### config.mk
export PLATFORM = sky130hd
export DESIGN_NAME = lbuf_rd_timing
export DESIGN_NICKNAME = d
export VERILOG_FILES = /design/src/rtl/sc_timing_pkg.sv /design/src/rtl/lbuf_hscaler.sv /design/src/rtl/lbuf_rd_timing.sv
export SDC_FILE = /design/constraint.sdc
export NUM_CORES = 1
export LEC_CHECK = 0
export BUFFER_PORTS_ARGS = -buffer_cell sky130_fd_sc_hd__buf_2
export CAP_MARGIN = 20
export CORE_MARGIN = 3
export CORE_UTILIZATION = 40
export DETAILED_ROUTE_END_ITERATION = 10
export GPL_ROUTABILITY_DRIVEN = 0
export PLACE_DENSITY = 0.64
export SETUP_SLACK_MARGIN = 0.5
export SLEW_MARGIN = 20
export SYNTH_ARGS = -nofsm -noshare
export SYNTH_HDL_FRONTEND = slang
export SYNTH_HIERARCHICAL = 1
export SYNTH_SLANG_ARGS = --single-unit
### constraint.sdc
create_clock -name PCLK_ext -period 4.1 [get_ports PCLK_ext]
set_input_delay 0.41 -clock PCLK_ext [delete_from_list [all_inputs] [get_ports PCLK_ext]]
set_output_delay 0.41 -clock PCLK_ext [all_outputs]
set_load 0.05 [all_outputs]
### src/rtl/sc_timing_pkg.sv
// Shared 640x480 output timing constants and line-buffer geometry used by the
// line-buffer read timing generator and its horizontal scaler.
package sc_timing_pkg;

  localparam int SC_H_TOTAL     = 800;
  localparam int SC_H_ACTIVE    = 640;
  localparam int SC_H_SYNCLEN   = 96;
  localparam int SC_H_AVIDSTART = 144;

  localparam int SC_V_TOTAL     = 525;
  localparam int SC_V_ACTIVE    = 480;
  localparam int SC_V_SYNCLEN   = 2;
  localparam int SC_V_AVIDSTART = 35;

  localparam int SC_LBUF_LINES  = 40;
  localparam int SC_CPS2_H_ACTIVE = 384;

  localparam int SC_CNT_W   = 11;
  localparam int SC_HADDR_W = 9;
  localparam int SC_VADDR_W = 6;

  typedef logic [SC_CNT_W-1:0]   cnt_t;
  typedef logic [SC_HADDR_W-1:0] haddr_t;
  typedef logic [SC_VADDR_W-1:0] vaddr_t;

  // 3/5 scaling: the accumulator steps by NUM and rolls over at DEN.
  localparam logic [3:0] SC_SCALE_NUM = 4'd3;
  localparam logic [3:0] SC_SCALE_DEN = 4'd5;

endpackage

### src/rtl/lbuf_hscaler.sv
// Source pixel address generator: maps output pixel x to floor(3*x/5) with a
// mod-5 accumulator, restarting on i_start and parking at zero when inactive.
module lbuf_hscaler
  import sc_timing_pkg::*;
(
  input  logic   i_clk,
  input  logic   i_rst_n,
  input  logic   i_start,
  input  logic   i_active,
  output haddr_t o_addr
);

  logic [2:0] r_acc;
  haddr_t     r_addr;
  logic [3:0] w_sum;

  assign w_sum  = {1'b0, r_acc} + SC_SCALE_NUM;
  assign o_addr = r_addr;

  // i_start/i_active describe the pixel being loaded, so r_addr lines up with it.
  always_ff @(posedge i_clk or negedge i_rst_n) begin
    if (!i_rst_n) begin
      r_acc  <= '0;
      r_addr <= '0;
    end else if (i_start) begin
      r_acc  <= '0;
      r_addr <= '0;
    end else if (i_active) begin
      if (w_sum >= SC_SCALE_DEN) begin
        r_acc  <= 3'(w_sum - SC_SCALE_DEN);
        r_addr <= r_addr + 9'd1;
      end else begin
        r_acc  <= w_sum[2:0];
      end
    end else begin
      r_acc  <= '0;
      r_addr <= '0;
    end
  end

endmodule

### src/rtl/lbuf_rd_timing.sv
// Output raster timing with line-buffer read addressing (3/5 horizontal, 2x
// vertical). Optional frame lock to an input frame_start under FRAME_LOCK_EN.
module lbuf_rd_timing
  import sc_timing_pkg::*;
#(
  parameter int H_TOTAL     = SC_H_TOTAL,
  parameter int H_ACTIVE    = SC_H_ACTIVE,
  parameter int H_SYNCLEN   = SC_H_SYNCLEN,
  parameter int H_AVIDSTART = SC_H_AVIDSTART,
  parameter int V_TOTAL     = SC_V_TOTAL,
  parameter int V_ACTIVE    = SC_V_ACTIVE,
  parameter int V_SYNCLEN   = SC_V_SYNCLEN,
  parameter int V_AVIDSTART = SC_V_AVIDSTART,
  parameter int LBUF_LINES  = SC_LBUF_LINES,
  parameter int V_LOCK_LINE = 0
) (
  input  logic        PCLK_ext,
  input  logic        reset_n,
  input  logic        frame_start,
  output logic [10:0] hcnt_ext,
  output logic [10:0] vcnt_ext,
  output logic [8:0]  hcnt_ext_lbuf,
  output logic [5:0]  vcnt_ext_lbuf,
  output logic        HSYNC_ext,
  output logic        VSYNC_ext,
  output logic        DE_ext,
  output logic        vlock_adj
);

  localparam cnt_t   L_H_LAST  = cnt_t'(H_TOTAL - 1);
  localparam cnt_t   L_H_SYNC  = cnt_t'(H_SYNCLEN);
  localparam cnt_t   L_HA_S    = cnt_t'(H_AVIDSTART);
  localparam cnt_t   L_HA_E    = cnt_t'(H_AVIDSTART + H_ACTIVE);
  localparam cnt_t   L_V_LAST  = cnt_t'(V_TOTAL - 1);
  localparam cnt_t   L_V_SYNC  = cnt_t'(V_SYNCLEN);
  localparam cnt_t   L_VA_S    = cnt_t'(V_AVIDSTART);
  localparam cnt_t   L_VA_E    = cnt_t'(V_AVIDSTART + V_ACTIVE);
  localparam cnt_t   L_V_LOCK  = cnt_t'(V_LOCK_LINE);
  localparam vaddr_t L_LB_LAST = vaddr_t'(LBUF_LINES - 1);

  cnt_t   r_hcnt, r_vcnt;
  vaddr_t r_vbuf;
  logic   r_pair, r_hsync, r_vsync, r_de;

  cnt_t   w_h_nxt, w_v_nxt, w_v_inc;
  logic   w_h_wrap, w_h_act_n, w_v_act_n, w_lock_hit;
  haddr_t w_hbuf;

`ifdef FRAME_LOCK_EN
  logic r_lock_pend, r_vlock_adj;
`endif

  // Everything is computed from the next counter values so that each
  // registered output matches the counters it is presented with.
  always_comb begin
    w_h_wrap   = (r_hcnt == L_H_LAST);
    w_h_nxt    = w_h_wrap ? '0 : r_hcnt + 11'd1;
    w_v_inc    = (r_vcnt == L_V_LAST) ? '0 : r_vcnt + 11'd1;
    w_lock_hit = 1'b0;
`ifdef FRAME_LOCK_EN
    w_lock_hit = w_h_wrap && (r_lock_pend || frame_start);
`endif
    if (!w_h_wrap)       w_v_nxt = r_vcnt;
    else if (w_lock_hit) w_v_nxt = L_V_LOCK;
    else                 w_v_nxt = w_v_inc;
    w_h_act_n = (w_h_nxt >= L_HA_S) && (w_h_nxt < L_HA_E);
    w_v_act_n = (w_v_nxt >= L_VA_S) && (w_v_nxt < L_VA_E);
  end

  always_ff @(posedge PCLK_ext or negedge reset_n) begin
    if (!reset_n) begin
      r_hcnt  <= '0;
      r_vcnt  <= '0;
      r_hsync <= 1'b0;
      r_vsync <= 1'b0;
      r_de    <= 1'b0;
    end else begin
      r_hcnt  <= w_h_nxt;
      r_vcnt  <= w_v_nxt;
      r_hsync <= (w_h_nxt >= L_H_SYNC);
      r_vsync <= (w_v_nxt >= L_V_SYNC);
      r_de    <= w_h_act_n && w_v_act_n;
    end
  end

  // Each buffered line is shown twice; pair marks the second showing.
  always_ff @(posedge PCLK_ext or negedge reset_n) begin
    if (!reset_n) begin
      r_vbuf <= '0;
      r_pair <= 1'b0;
    end else if (w_h_wrap && w_v_act_n) begin
      if (w_v_nxt == L_VA_S) begin
        r_vbuf <= '0;
        r_pair <= 1'b0;
      end else begin
        r_pair <= ~r_pair;
        if (r_pair) r_vbuf <= (r_vbuf == L_LB_LAST) ? '0 : r_vbuf + 6'd1;
      end
    end
  end

`ifdef FRAME_LOCK_EN
  // A pulse arriving while a lock is pending merges into that lock.
  always_ff @(posedge PCLK_ext or negedge reset_n) begin
    if (!reset_n) begin
      r_lock_pend <= 1'b0;
      r_vlock_adj <= 1'b0;
    end else begin
      r_vlock_adj <= w_lock_hit && (w_v_inc != L_V_LOCK);
      if (w_lock_hit)       r_lock_pend <= 1'b0;
      else if (frame_start) r_lock_pend <= 1'b1;
    end
  end

  assign vlock_adj = r_vlock_adj;
`else
  logic w_unused_frame_start;
  assign w_unused_frame_start = frame_start;
  assign vlock_adj = 1'b0;
`endif

  lbuf_hscaler u_hscaler (
    .i_clk    (PCLK_ext),
    .i_rst_n  (reset_n),
    .i_start  (w_h_nxt == L_HA_S),
    .i_active (w_h_act_n),
    .o_addr   (w_hbuf)
  );

  assign hcnt_ext      = r_hcnt;
  assign vcnt_ext      = r_vcnt;
  assign hcnt_ext_lbuf = w_hbuf;
  assign vcnt_ext_lbuf = r_vbuf;
  assign HSYNC_ext     = r_hsync;
  assign VSYNC_ext     = r_vsync;
  assign DE_ext        = r_de;

endmodule

==> impl_summary.log, run 1 <==
[metrics] layout cells sized above 1: 0.222
[metrics] # setup viols final: 0
[metrics] mean cell area of the mapped netlist: about 9.5 µm²
[metrics] areal power density over the cells: approximately 260 nW/µm²
[metrics] Fill cells: 609
[metrics] synth top area cells: sky130_fd_sc_hd__dfrtp_1, sky130_fd_sc_hd__ha_1, sky130_fd_sc_hd__nand2_1
[metrics] register-to-register setup slack: 0.86 ns
[metrics] average routed wire per standard cell: approximately 16 µm
[metrics] final critical-path share of the clock period: 0.791
[metrics] root buffer cell: sky130_fd_sc_hd__clkbuf_8
[metrics] final hold violation count: 0
[metrics] placed insts: 393
[metrics] PortBufs: just over 40
[metrics] area added between synthesis and finish: 12.5%
[metrics] clock insertion delay at the later pin of the skew report: 0.30 ns
[metrics] via count of the first global-routing pass: 2161
[metrics] Setup TNS: 0 ns
[metrics] Buf+Inv Stages, Crit Path: 0
[metrics] top-count cell post-synth: sky130_fd_sc_hd__dfrtp_1
[metrics] cells along the critical path: nor4_1 > nand3_2 > o41ai_1 > nor4_1 > o21ai_1 > a21oi_2 > nor2_2 > mux2_1
[metrics] share of async-settable or async-resettable flops after synthesis: 1.00
[metrics] startpoint kind of the worst setup timing path: flip-flop
[metrics] Min Clock Period, post-route: 3.24 ns
[metrics] worst r2r src: hcnt_ext[5]
[metrics] Tightest Hold Check Type: in -> async
[metrics] actual slew at the worst max-slew pin: 1.00 ns
[metrics] DR vias: 2332
[metrics] clock sink count: between 40 and 50
[metrics] number of enable flip-flop cells after synthesis: 0
[metrics] per-cell via count in the routed design: a little under 6
[metrics] clock tree from TritonCTS: done
[metrics] library cell appearing most often on the critical path: sky130_fd_sc_hd__nor4_1
[metrics] die outline area: 7800 µm²
[metrics] first-pass GRT wire length: 10.4 mm
[metrics] Nets: ~330
[metrics] Placement Rows: 29
[metrics] top cell types by occurrence after synthesis: sky130_fd_sc_hd__dfrtp_1, sky130_fd_sc_hd__nand2_1, sky130_fd_sc_hd__nor2_1
[metrics] top fanout value on the critical path: 16
[metrics] total clock buffers created by CTS: 5
[metrics] final standard cell count with taps included and fillers excluded: 401
[metrics] CTS HTree Levels: 2
[metrics] number of max-cap violations: 0
[metrics] maximum achievable frequency: 309 MHz
[metrics] largest net degree at the start of global routing: between 40 and 50
[metrics] outcome: completed
[metrics] final routed DRC violation total: 0
[metrics] critical path endpoint category: flip-flop
[metrics] synthesis warning total: 6
[metrics] effective utilization at floorplan: 0.419
[metrics] launching element of the worst setup path: hcnt_ext[5]
[metrics] worst setup skew after layout: ~0.015 ns
[metrics] worst setup slack after placement: about 0.89 ns
[metrics] WL final: around 6.3 mm
[metrics] Final Hold Slack: roughly 0.095 ns
[metrics] Post-CTS Hold Fix Bufs: 0
[metrics] standard cell with the maximum stage delay on the critical path: sky130_fd_sc_hd__o41ai_1
[metrics] Antenna Violating Nets Remaining: 0
[metrics] number of instances in the synthesized netlist: 284
[metrics] worst reg2reg path depth: 8
[metrics] Worst EP required: between 4 and 5 ns
[metrics] HPWL after detailed placement: ~4.6 mm
[metrics] count of pins on the block boundary: 44
[metrics] all-layer global routing usage: 0.168
[metrics] combined area of all synthesized cells: 2710 µm²
[metrics] unrepaired setup endpoints after global routing: false
[metrics] kind of cell adding the most delay to the critical path: simple AND/OR/NAND/NOR gates
[metrics] Slew HR: 0.331
[metrics] top_reg_cell synth: sky130_fd_sc_hd__dfrtp_1
[metrics] Synth top area share: 0.406
[metrics] final critical-path setup slack: ~0.86 ns
[metrics] leakage component of the power: 1.42 nW
[metrics] data arrival time of the critical path: 3.42 ns
[metrics] Pwr Total: 0.781 mW
[metrics] clk slew on worst S/H paths: about 0.09 ns
[metrics] overall die width: around 88 µm
[metrics] number of synthesized register bits: 44
[metrics] FF-to-FF End: r_pair
[metrics] placeable core region: ~6500 µm²
[metrics] number of antenna violations at the first check in global routing: 0
[metrics] number of diodes added for antenna fixing: 0
[metrics] vertical extent of the die: slightly below 90 µm
[metrics] initial DRC count: around 100
[metrics] Worst Path Class, Setup: reg -> reg
[metrics] # Post-CTS Setup Buffers: 0
[metrics] largest stage delay on the critical path: 0.67 ns
[metrics] count of cell types in the netlist: between 60 and 70
[metrics] Slew Limit Fails: 0
[metrics] peak supply drop: 0.206 mV
[metrics] cell type with the largest total area after synthesis: sky130_fd_sc_hd__dfrtp_1
[metrics] Post-Synthesis Net Count: just under 300
[metrics] Bufs on Longest Clock Path: 2
[metrics] drt first pass iters: 4
[metrics] Seq/Total Area, Yosys: 0.406
[metrics] remaining global-route overflow: 0
[metrics] cts repair resizes: 0
[worst max path at each step]
stage	to	slack (ns)	cells past startpoint
after floorplan	vcnt_ext_lbuf[2]	0.88	8
after global placement	r_pair	0.93	8
after detailed placement	r_pair	0.89	8
after CTS	r_pair	0.87	8
after global routing	r_pair	0.71	8
final	r_pair	0.86	8
[layer usage]
| layer | vias up | global-route usage | routed length (µm) |
|---|---|---|---|
| met2 | 49 | 0.269 | 2950 |
| met1 | 1142 | 0.233 | 3050 |
| met4 | 0 | 0.0522 | 81 |
| li1 | 1135 | - | - |
| met5 | - | 0 | 0 |
| met3 | 6 | 0.0298 | 267 |
[registers in the layout, indices dropped and copies added, names as in the netlist]
name	count
u_hscaler/r_acc	3
DE_ext	1
r_pair	1
vcnt_ext	11
u_hscaler/o_addr	9
VSYNC_ext	1
HSYNC_ext	1
vcnt_ext_lbuf	6
hcnt_ext	11
[final cells by class]
cell class / instances / area [µm²] / share of cell area
sequential: 44 / 1100 / 0.361
timing repair buffer: 42 / 215 / 0.0706
tap: 77 / 96.3 / 0.0316
clock inverter: 2 / 35.0 / 0.0115
clock buffer: 6 / 72.6 / 0.0238
multi-input combinational: 214 / 1470 / 0.482
inverter: 16 / 60.1 / 0.0197
[worst register-to-register path, cell delays in order (launching register included)]
cell and delay, ns:
sky130_fd_sc_hd__dfrtp_1 0.46, sky130_fd_sc_hd__nor4_1 0.50, sky130_fd_sc_hd__nand3_2 0.41, sky130_fd_sc_hd__o41ai_1 0.67
sky130_fd_sc_hd__nor4_1 0.15, sky130_fd_sc_hd__o21ai_1 0.26, sky130_fd_sc_hd__a21oi_2 0.14, sky130_fd_sc_hd__nor2_2 0.19
sky130_fd_sc_hd__mux2_1 0.33
[stage by stage]
stage / area (µm²) / utilization
2_1_floorplan: 2710 / -
3_3_place_gp: 2940 / 0.455
3_5_place_dp: 2940 / 0.455
4_1_cts: 3050 / 0.472
5_1_grt: 3050 / 0.472
6_report: 3050 / 0.472
[report_power, final]
group	switching (mW)	internal [mW]	total, mW	leakage [nW]
combinational	0.0103	0.000626	0.0110	0.761
clock	0.156	0.181	0.337	0.0552
sequential	0	0.434	0.434	0.601
[cells in the final DEF (no fill, tap or decap), types with 5 or more instances in the layout]
cell type and n:
sky130_fd_sc_hd__o21ai_1 9, sky130_fd_sc_hd__and4_1 5, sky130_fd_sc_hd__nor2_1 19, sky130_fd_sc_hd__nand3_1 14, sky130_fd_sc_hd__xnor2_1 6, sky130_fd_sc_hd__a21oi_1 15, sky130_fd_sc_hd__o21ai_0 9, sky130_fd_sc_hd__and3_1 6
sky130_fd_sc_hd__nand4_1 10, sky130_fd_sc_hd__and2_1 5, sky130_fd_sc_hd__nor3_1 5, sky130_fd_sc_hd__inv_1 15, sky130_fd_sc_hd__nand2_1 21, sky130_fd_sc_hd__clkbuf_8 5, sky130_fd_sc_hd__buf_2 40, sky130_fd_sc_hd__xor2_1 7
sky130_fd_sc_hd__o31ai_1 10, sky130_fd_sc_hd__ha_1 8, sky130_fd_sc_hd__dfrtp_1 44, sky130_fd_sc_hd__nor4_1 6
[cells by family (layout without fill, tap and decap cells)]
kind of cell    Yosys count  after routing  share of synthesized area
fa+ha+maj                 8              8                     0.0370
other cells               1              1                    0.00138
mux                       3              3                     0.0125
flops                    44             44                      0.406
simple gates            117            117                      0.255
compound gates           72             72                      0.194
xor+xnor                 13             13                     0.0420
buf+inv                  26             66                     0.0517
Power figures use the tool's default switching activity.
==> run 2, diff against run 1 <==
--- a/config.mk
+++ b/config.mk
@@ -11,7 +11,7 @@
 export CORE_UTILIZATION = 40
 export DETAILED_ROUTE_END_ITERATION = 10
 export GPL_ROUTABILITY_DRIVEN = 0
-export PLACE_DENSITY = 0.64
+export PLACE_DENSITY = 0.66
 export SETUP_SLACK_MARGIN = 0.5
 export SLEW_MARGIN = 20
 export SYNTH_ARGS = -nofsm -noshare
==> constraint.sdc (replaced) <==
create_clock -name PCLK_ext -period 2.79 [get_ports PCLK_ext]
set_input_delay 0.279 -clock PCLK_ext [delete_from_list [all_inputs] [get_ports PCLK_ext]]
set_output_delay 0.279 -clock PCLK_ext [all_outputs]
set_load 0.05 [all_outputs]
==> impl_summary.log, run 2 (same netlist as run 1, synthesis figures left out) <==
[metrics] Bufs on Longest Clock Path: 2 (unchanged)
[metrics] final core utilization: 0.589 (+0.117)
[metrics] final critical-path share of the clock period: 1.03 (+0.242)
[metrics] worst r2r src: hcnt_ext[6]
[metrics] final routed DRC violation total: 0 (unchanged)
[metrics] all-layer global routing usage: 0.180 (+0.0123)
[metrics] root buffer cell: sky130_fd_sc_hd__clkbuf_8
[metrics] areal power density over the cells: 301 nW/µm² (+17%)
[metrics] total clock buffers created by CTS: 5 (unchanged)
[metrics] Slew Limit Fails: 0 (unchanged)
[metrics] GRT met2 Usage: 0.296 (+0.0279)
[metrics] overall die width: 88.3 µm (unchanged)
[metrics] Pwr Total: 1.14 mW (+46%)
[metrics] placeable core region: 6460 µm² (unchanged)
[metrics] per-cell via count in the routed design: 5.55 (-4.5%)
[metrics] first-pass GRT wire length: 11.3 mm (+9.2%)
[metrics] worst reg2reg path depth: 8 (unchanged)
[metrics] unrepaired setup endpoints after global routing: true
[metrics] via count of the first global-routing pass: 2461 (+14%)
[metrics] critical path endpoint category: flip-flop
[metrics] initial DRC count: 121 (+17%)
[metrics] Tightest Hold Check Type: in -> async
[metrics] Post-CTS Hold Fix Bufs: 0 (unchanged)
[metrics] violations in the final reports: negative hold slack, negative setup slack
[metrics] HPWL after detailed placement: 4.85 mm (+6.2%)
[metrics] effective utilization at floorplan: 0.419 (unchanged)
[metrics] Worst EP required: 2.98 ns (-1.30 ns)
[metrics] clock power share: 0.430 (about the same)
[metrics] Min Clock Period, post-route: 2.88 ns (-0.362 ns)
[metrics] final hold violation count: 44 (+44)
[metrics] top fanout value on the critical path: 4 (-12)
[metrics] commonest cells after routing, fill and taps aside: sky130_fd_sc_hd__buf_4, sky130_fd_sc_hd__buf_2, sky130_fd_sc_hd__dfrtp_1
[metrics] vertical extent of the die: 88.3 µm (unchanged)
[metrics] peak supply drop: 0.198 mV (-3.8%)
[metrics] register-to-register setup slack: -0.09 ns (-0.95 ns)
[metrics] average routed wire per standard cell: 14.9 µm (-5.6%)
[metrics] clock tree from TritonCTS: done
[metrics] number of antenna violations at the first check in global routing: 0 (unchanged)
[metrics] clock sink count: 44 (unchanged)
[metrics] drt first pass iters: 4 (unchanged)
[metrics] global routing met1 resource utilization: 0.248 (+0.0145)
[metrics] number of diodes added for antenna fixing: 0 (unchanged)
[metrics] combinational fraction of design power: 0.014 (about the same)
[metrics] layout cells sized above 1: 0.453 (+0.231)
[metrics] Fill cells: 533 (-12%)
[metrics] Placement Rows: 29 (unchanged)
[metrics] Final Hold Slack: -0.0257 ns (-0.121 ns)
[metrics] count of pins on the block boundary: 44 (unchanged)
[metrics] Worst Path Class, Setup: reg -> reg
[metrics] leading cell type in the layout, fill and taps excluded: sky130_fd_sc_hd__buf_4
[metrics] grt met3 use: 0.0354 (+0.00559)
[metrics] Antenna Violating Nets Remaining: 0 (unchanged)
[metrics] # setup viols final: 7 (+7)
[metrics] worst setup skew after layout: 0.00660 ns (-0.00869 ns)
[metrics] actual slew at the worst max-slew pin: 0.758 ns (-0.246 ns)
[metrics] worst setup slack after placement: -0.0792 ns (-0.968 ns)
[metrics] clk slew on worst S/H paths: 0.09 ns (about the same)
[metrics] area added between synthesis and finish: 40.5%
[metrics] GR peak layer: met2
[metrics] remaining global-route overflow: 0 (unchanged)
[metrics] switching fraction of total power: 0.210 (-0.00225)
[metrics] number of max-cap violations: 0 (unchanged)
[metrics] maximum achievable frequency: 347 MHz (+13%)
[metrics] DR vias: 2548 (+9.3%)
[metrics] net switching power figure: 0.241 mW (+45%)
[metrics] sequential power share: 0.556 (about the same)
[metrics] Slew HR: 0.495 (+0.164)
[metrics] WL final: 6.86 mm (+8.0%)
[metrics] data arrival time of the critical path: 3.07 ns (-0.35 ns)
[metrics] outcome: finished, violations left
[metrics] clock insertion delay at the later pin of the skew report: 0.30 ns (about the same)
[metrics] Nets: 392 (+17%)
[metrics] final critical-path setup slack: -0.0894 ns (-0.948 ns)
[metrics] Internal Power: 0.904 mW (+47%)
[metrics] die outline area: 7800 µm² (unchanged)
[metrics] startpoint kind of the worst setup timing path: flip-flop
[metrics] leakage component of the power: 1.76 nW (+24%)
[metrics] largest net degree at the start of global routing: 45 (unchanged)
[metrics] FF-to-FF End: vcnt_ext_lbuf[4]
[metrics] CTS HTree Levels: 2 (unchanged)
[metrics] PortBufs: 41 (unchanged)
## run 2: cell count changes in the layout (fill, tap and decap cells not counted), moves of 3 or more
| cell | previous run | this run |
|---|---|---|
| sky130_fd_sc_hd__buf_4 | 2 | 54 |
| sky130_fd_sc_hd__dfrtp_1 | 44 | 35 |
| sky130_fd_sc_hd__dfrtp_2 | 0 | 9 |
| sky130_fd_sc_hd__a21oi_1 | 15 | 7 |
| sky130_fd_sc_hd__a21oi_2 | 1 | 8 |
| sky130_fd_sc_hd__buf_6 | 0 | 5 |
| sky130_fd_sc_hd__nor4_4 | 0 | 5 |
| sky130_fd_sc_hd__nor4_1 | 6 | 2 |
| sky130_fd_sc_hd__nor2_1 | 19 | 16 |
| sky130_fd_sc_hd__nor2_4 | 0 | 3 |
| sky130_fd_sc_hd__o31ai_1 | 10 | 7 |
| sky130_fd_sc_hd__xor2_1 | 7 | 4 |
| sky130_fd_sc_hd__xor2_2 | 0 | 3 |
## run 2: worst max-delay path by stage
stage                      startpoint               end  slack [ns]  depth (start not counted)
final                     hcnt_ext[6]  vcnt_ext_lbuf[4]       -0.09                          8
after detailed placement  hcnt_ext[6]  vcnt_ext_lbuf[0]       -0.08                         12
after CTS                 hcnt_ext[6]  vcnt_ext_lbuf[4]       -0.09                          8
after global routing      hcnt_ext[6]  vcnt_ext_lbuf[0]       -0.21                          9
after floorplan           hcnt_ext[7]  vcnt_ext_lbuf[2]       -0.16                          8
after global placement    hcnt_ext[7]  vcnt_ext_lbuf[2]       -0.05                          8
## run 2: power by group through the flow
| stage | Clock [mW] | Combinational [mW] | Sequential [mW] |
|---|---|---|---|
| floorplan | 0 | 0.00401 | 0.650 |
| global placement | 0 | 0.0169 | 0.650 |
| detailed placement | 0 | 0.0169 | 0.650 |
| CTS | 0.502 | 0.0169 | 0.637 |
| global route | 0.536 | 0.0189 | 0.637 |
| finish | 0.492 | 0.0161 | 0.637 |
## run 2: final cells by class
cell class,instances,area [µm²],share of cell area
repair buffers,100,677,0.178
flip-flops and latches,44,1110,0.292
well taps,77,96.3,0.0253
clock buffers,6,72.6,0.0191
multi-input cells,214,1750,0.460
clock inverters,2,35.0,0.00921
inverters,16,60.1,0.0158
## run 2: metrics by stage
step / instance area, µm² / hold slack, ns / TNS [ns] / cells
4_1_cts: 3690 / 0.188 / -0.380 / 453
5_1_grt: 3800 / 0.0162 / -1.33 / 459
6_report: 3800 / -0.0257 / -0.413 / 459
3_5_place_dp: 3420 / 0.508 / -0.362 / 436
2_1_floorplan: 2890 / -0.0166 / -0.543 / 284
3_3_place_gp: 3420 / 0.511 / -0.153 / 436
## run 2: worst max-delay path, cell delays in order, from the launching register on
cell,delay (ns)
sky130_fd_sc_hd__dfrtp_2,0.41
sky130_fd_sc_hd__or4_4,0.58
sky130_fd_sc_hd__nor4_4,0.17
sky130_fd_sc_hd__mux2_4,0.33
sky130_fd_sc_hd__or3_4,0.39
sky130_fd_sc_hd__or4_4,0.46
sky130_fd_sc_hd__o21ai_1,0.14
sky130_fd_sc_hd__a31oi_1,0.10
sky130_fd_sc_hd__a31o_1,0.19
## run 2: metal layers
metal  routed length, µm  share of wire  up-vias
met1                3270           0.48     1238
met5                   0              0        -
met2                3280           0.48       51
met4                  65         0.0095        0
met3                 243          0.035        9
li1                    -              -     1250
## run 2: what timing repair did
item	in CTS	in global routing
gates resized for setup	18	14
setup endpoints to repair	21	21
buffers inserted	9	6
pin swaps	8	6
==> run 3, diff against run 2 <==
--- a/config.mk
+++ b/config.mk
@@ -5,13 +5,14 @@
 export SDC_FILE = /design/constraint.sdc
 export NUM_CORES = 1
 export LEC_CHECK = 0
-export BUFFER_PORTS_ARGS = -buffer_cell sky130_fd_sc_hd__buf_2
 export CAP_MARGIN = 20
 export CORE_MARGIN = 3
 export CORE_UTILIZATION = 40
+export CTS_BUF_LIST = sky130_fd_sc_hd__clkbuf_8
 export DETAILED_ROUTE_END_ITERATION = 10
+export DONT_BUFFER_PORTS = 1
 export GPL_ROUTABILITY_DRIVEN = 0
-export PLACE_DENSITY = 0.66
+export PLACE_DENSITY = 0.6
 export SETUP_SLACK_MARGIN = 0.5
 export SLEW_MARGIN = 20
 export SYNTH_ARGS = -nofsm -noshare
==> impl_summary.log, run 3 (same netlist as run 1, synthesis figures left out) <==
[metrics] Worst Path Class, Setup: reg -> reg
[metrics] combinational fraction of design power: 0.018 (+0.004)
[metrics] # setup viols final: 5 (-2)
[metrics] commonest cells after routing, fill and taps aside: sky130_fd_sc_hd__buf_4, sky130_fd_sc_hd__dfrtp_1, sky130_fd_sc_hd__nand2_1
[metrics] root buffer cell: sky130_fd_sc_hd__clkbuf_8
[metrics] largest net degree at the start of global routing: 45 (unchanged)
[metrics] actual slew at the worst max-slew pin: 0.804 ns (+0.0463 ns)
[metrics] largest stage delay on the critical path: 0.59 ns (about the same)
[metrics] layout cells sized above 1: 0.424 (-0.0291)
[metrics] Pwr Total: 1.17 mW (+2.5%)
[metrics] clk slew on worst S/H paths: 0.10 ns (about the same)
[metrics] net switching power figure: 0.261 mW (+8.6%)
[metrics] standard cell with the maximum stage delay on the critical path: sky130_fd_sc_hd__or4_4
[metrics] areal power density over the cells: 307 nW/µm² (+2.2%)
[metrics] die outline area: 7800 µm² (unchanged)
[metrics] via count of the first global-routing pass: 2392 (-2.8%)
[metrics] startpoint kind of the worst setup timing path: flip-flop
[metrics] per-cell via count in the routed design: 5.63 (+1.5%)
[metrics] placeable core region: 6460 µm² (unchanged)
[metrics] effective utilization at floorplan: 0.419 (unchanged)
[metrics] leakage component of the power: 1.65 nW (-6.3%)
[metrics] clock sink count: 44 (unchanged)
[metrics] Slew Limit Fails: 0 (unchanged)
[metrics] switching fraction of total power: 0.223 (+0.0124)
[metrics] all-layer global routing usage: 0.185 (+0.00417)
[metrics] DR vias: 2468 (-3.1%)
[metrics] WL final: 7.02 mm (+2.4%)
[metrics] clock power share: 0.439 (+0.009)
[metrics] initial DRC count: 45 (-63%)
[metrics] unrepaired setup endpoints after global routing: true
[metrics] Bufs on Longest Clock Path: 2 (unchanged)
[metrics] library cell appearing most often on the critical path: sky130_fd_sc_hd__or4_4
[metrics] remaining global-route overflow: 0 (unchanged)
[metrics] leading cell type in the layout, fill and taps excluded: sky130_fd_sc_hd__buf_4
[metrics] HPWL after detailed placement: 4.88 mm (+0.68%)
[metrics] vertical extent of the die: 88.3 µm (unchanged)
[metrics] violations in the final reports: negative setup slack
[metrics] Placement Rows: 29 (unchanged)
[metrics] Slew HR: 0.464 (-0.0308)
[metrics] outcome: finished, violations left
[metrics] drt first pass iters: 4 (unchanged)
[metrics] Worst EP required: 2.99 ns (about the same)
[metrics] Tightest Hold Check Type: in -> async
[metrics] clock insertion delay at the later pin of the skew report: 0.30 ns (about the same)
[metrics] CTS HTree Levels: 2 (unchanged)
[metrics] PortBufs: 0 (-100%)
[metrics] final hold violation count: 0 (-100%)
[metrics] sequential power share: 0.543 (-0.013)
[metrics] area added between synthesis and finish: 40.9%
[metrics] Antenna Violating Nets Remaining: 0 (unchanged)
[metrics] number of antenna violations at the first check in global routing: 0 (unchanged)
[metrics] data arrival time of the critical path: 3.07 ns (about the same)
[metrics] average routed wire per standard cell: 16.0 µm (+7.3%)
[metrics] overall die width: 88.3 µm (unchanged)
[metrics] clock tree from TritonCTS: done
[metrics] total clock buffers created by CTS: 5 (unchanged)
[metrics] peak supply drop: 0.219 mV (+10%)
[metrics] Buf+Inv Stages, Crit Path: 0 (unchanged)
[metrics] maximum achievable frequency: 349 MHz (+0.36%)
[metrics] count of pins on the block boundary: 44 (unchanged)
[metrics] Internal Power: 0.912 mW (+0.91%)
[metrics] final core utilization: 0.591 (+0.00194)
[metrics] kind of cell adding the most delay to the critical path: simple AND/OR/NAND/NOR gates
[metrics] critical path endpoint category: flip-flop
[metrics] top fanout value on the critical path: 4 (unchanged)
[metrics] number of diodes added for antenna fixing: 0 (unchanged)
[metrics] number of max-cap violations: 0 (unchanged)
[metrics] cells along the critical path: or4_4 > nor4_4 > mux2_4 > or3_4 > or4_4 > o21ai_1 > a31oi_1 > a31o_1
[metrics] final routed DRC violation total: 0 (unchanged)
[metrics] Min Clock Period, post-route: 2.87 ns (-0.0102 ns)
[metrics] Setup TNS: -0.298 ns (+0.115 ns)
[metrics] worst setup slack after placement: -0.0941 ns (-0.0149 ns)
[metrics] first-pass GRT wire length: 11.4 mm (+0.73%)
[metrics] Nets: 371 (-5.4%)
[metrics] worst setup skew after layout: 0.0120 ns (+0.00538 ns)
[metrics] final critical-path setup slack: -0.0792 ns (+0.0102 ns)
[metrics] final critical-path share of the clock period: 1.03 (-0.00366)
[run 3: cell type report]
cell class / count / area [µm²]
clock buffer: 5 / 68.8
clock inverter: 3 / 46.3
fill: 546 / 2640
inverter: 16 / 60.1
multi-input combinational: 215 / 1760
sequential: 44 / 1110
tap: 77 / 96.3
timing repair buffer: 78 / 678
[run 3: path summary, 6_finish.rpt]
kind / end / cells past startpoint / slack, ns / start
worst max-delay path: vcnt_ext_lbuf[2] / 8 / -0.08 / hcnt_ext[6]
worst min-delay path: vcnt_ext_lbuf[5] / 2 / 0.48 / reset_n
worst max register to register: vcnt_ext_lbuf[2] / 8 / -0.08 / hcnt_ext[6]
worst min register to register: u_hscaler/r_acc[2] / 2 / 0.60 / u_hscaler/r_acc[2]
max in group asynchronous: vcnt_ext[0] / 2 / 2.07 / reset_n
min in group PCLK_ext: u_hscaler/r_acc[2] / 2 / 0.60 / u_hscaler/r_acc[2]
[run 3: repair_timing]
item / 4_1_cts / 5_1_grt
resized for setup: 27 / 13
pin swaps: 7 / 11
gates cloned: 1 / 0
hold buffers: 2 / 0
hold endpoints to repair: 44 / 0
setup buffers: 8 / 8
setup endpoints to repair: 21 / 21
[run 3: routing by layer]
metal  wire length (µm)  global-route usage  vias to the layer above
met3                330              0.0438                       13
met2               3290               0.290                       57
met5                  0                   0                        -
li1                   -                   -                     1209
met4                129              0.0591                        0
met1               3270               0.252                     1189
[run 3: per-stage QoR]
| stage | hold WS, ns | std cells | area, µm² |
|---|---|---|---|
| after floorplan | -0.0166 | 284 | 2890 |
| after global placement | -0.0149 | 411 | 3330 |
| after detailed placement | -0.0153 | 411 | 3330 |
| after CTS | 0.483 | 430 | 3700 |
| after global routing | 0.498 | 438 | 3820 |
| final | 0.477 | 438 | 3820 |
[run 3: power groups by stage]
stage / combinational [mW] / clock [mW] / sequential [mW]
6_report: 0.0213 / 0.515 / 0.637
3_5_place_dp: 0.00290 / 0 / 0.650
2_1_floorplan: 0.00401 / 0 / 0.650
3_3_place_gp: 0.00290 / 0 / 0.650
4_1_cts: 0.0226 / 0.532 / 0.637
5_1_grt: 0.0239 / 0.562 / 0.637
[run 3: worst reg2reg max path, cell delays in order (launching register included)]
cell and delay (ns):
sky130_fd_sc_hd__dfrtp_2 0.40, sky130_fd_sc_hd__or4_4 0.59, sky130_fd_sc_hd__nor4_4 0.17, sky130_fd_sc_hd__mux2_4 0.33, sky130_fd_sc_hd__or3_4 0.39, sky130_fd_sc_hd__or4_4 0.46, sky130_fd_sc_hd__o21ai_1 0.14, sky130_fd_sc_hd__a31oi_1 0.09
sky130_fd_sc_hd__a31o_1 0.19
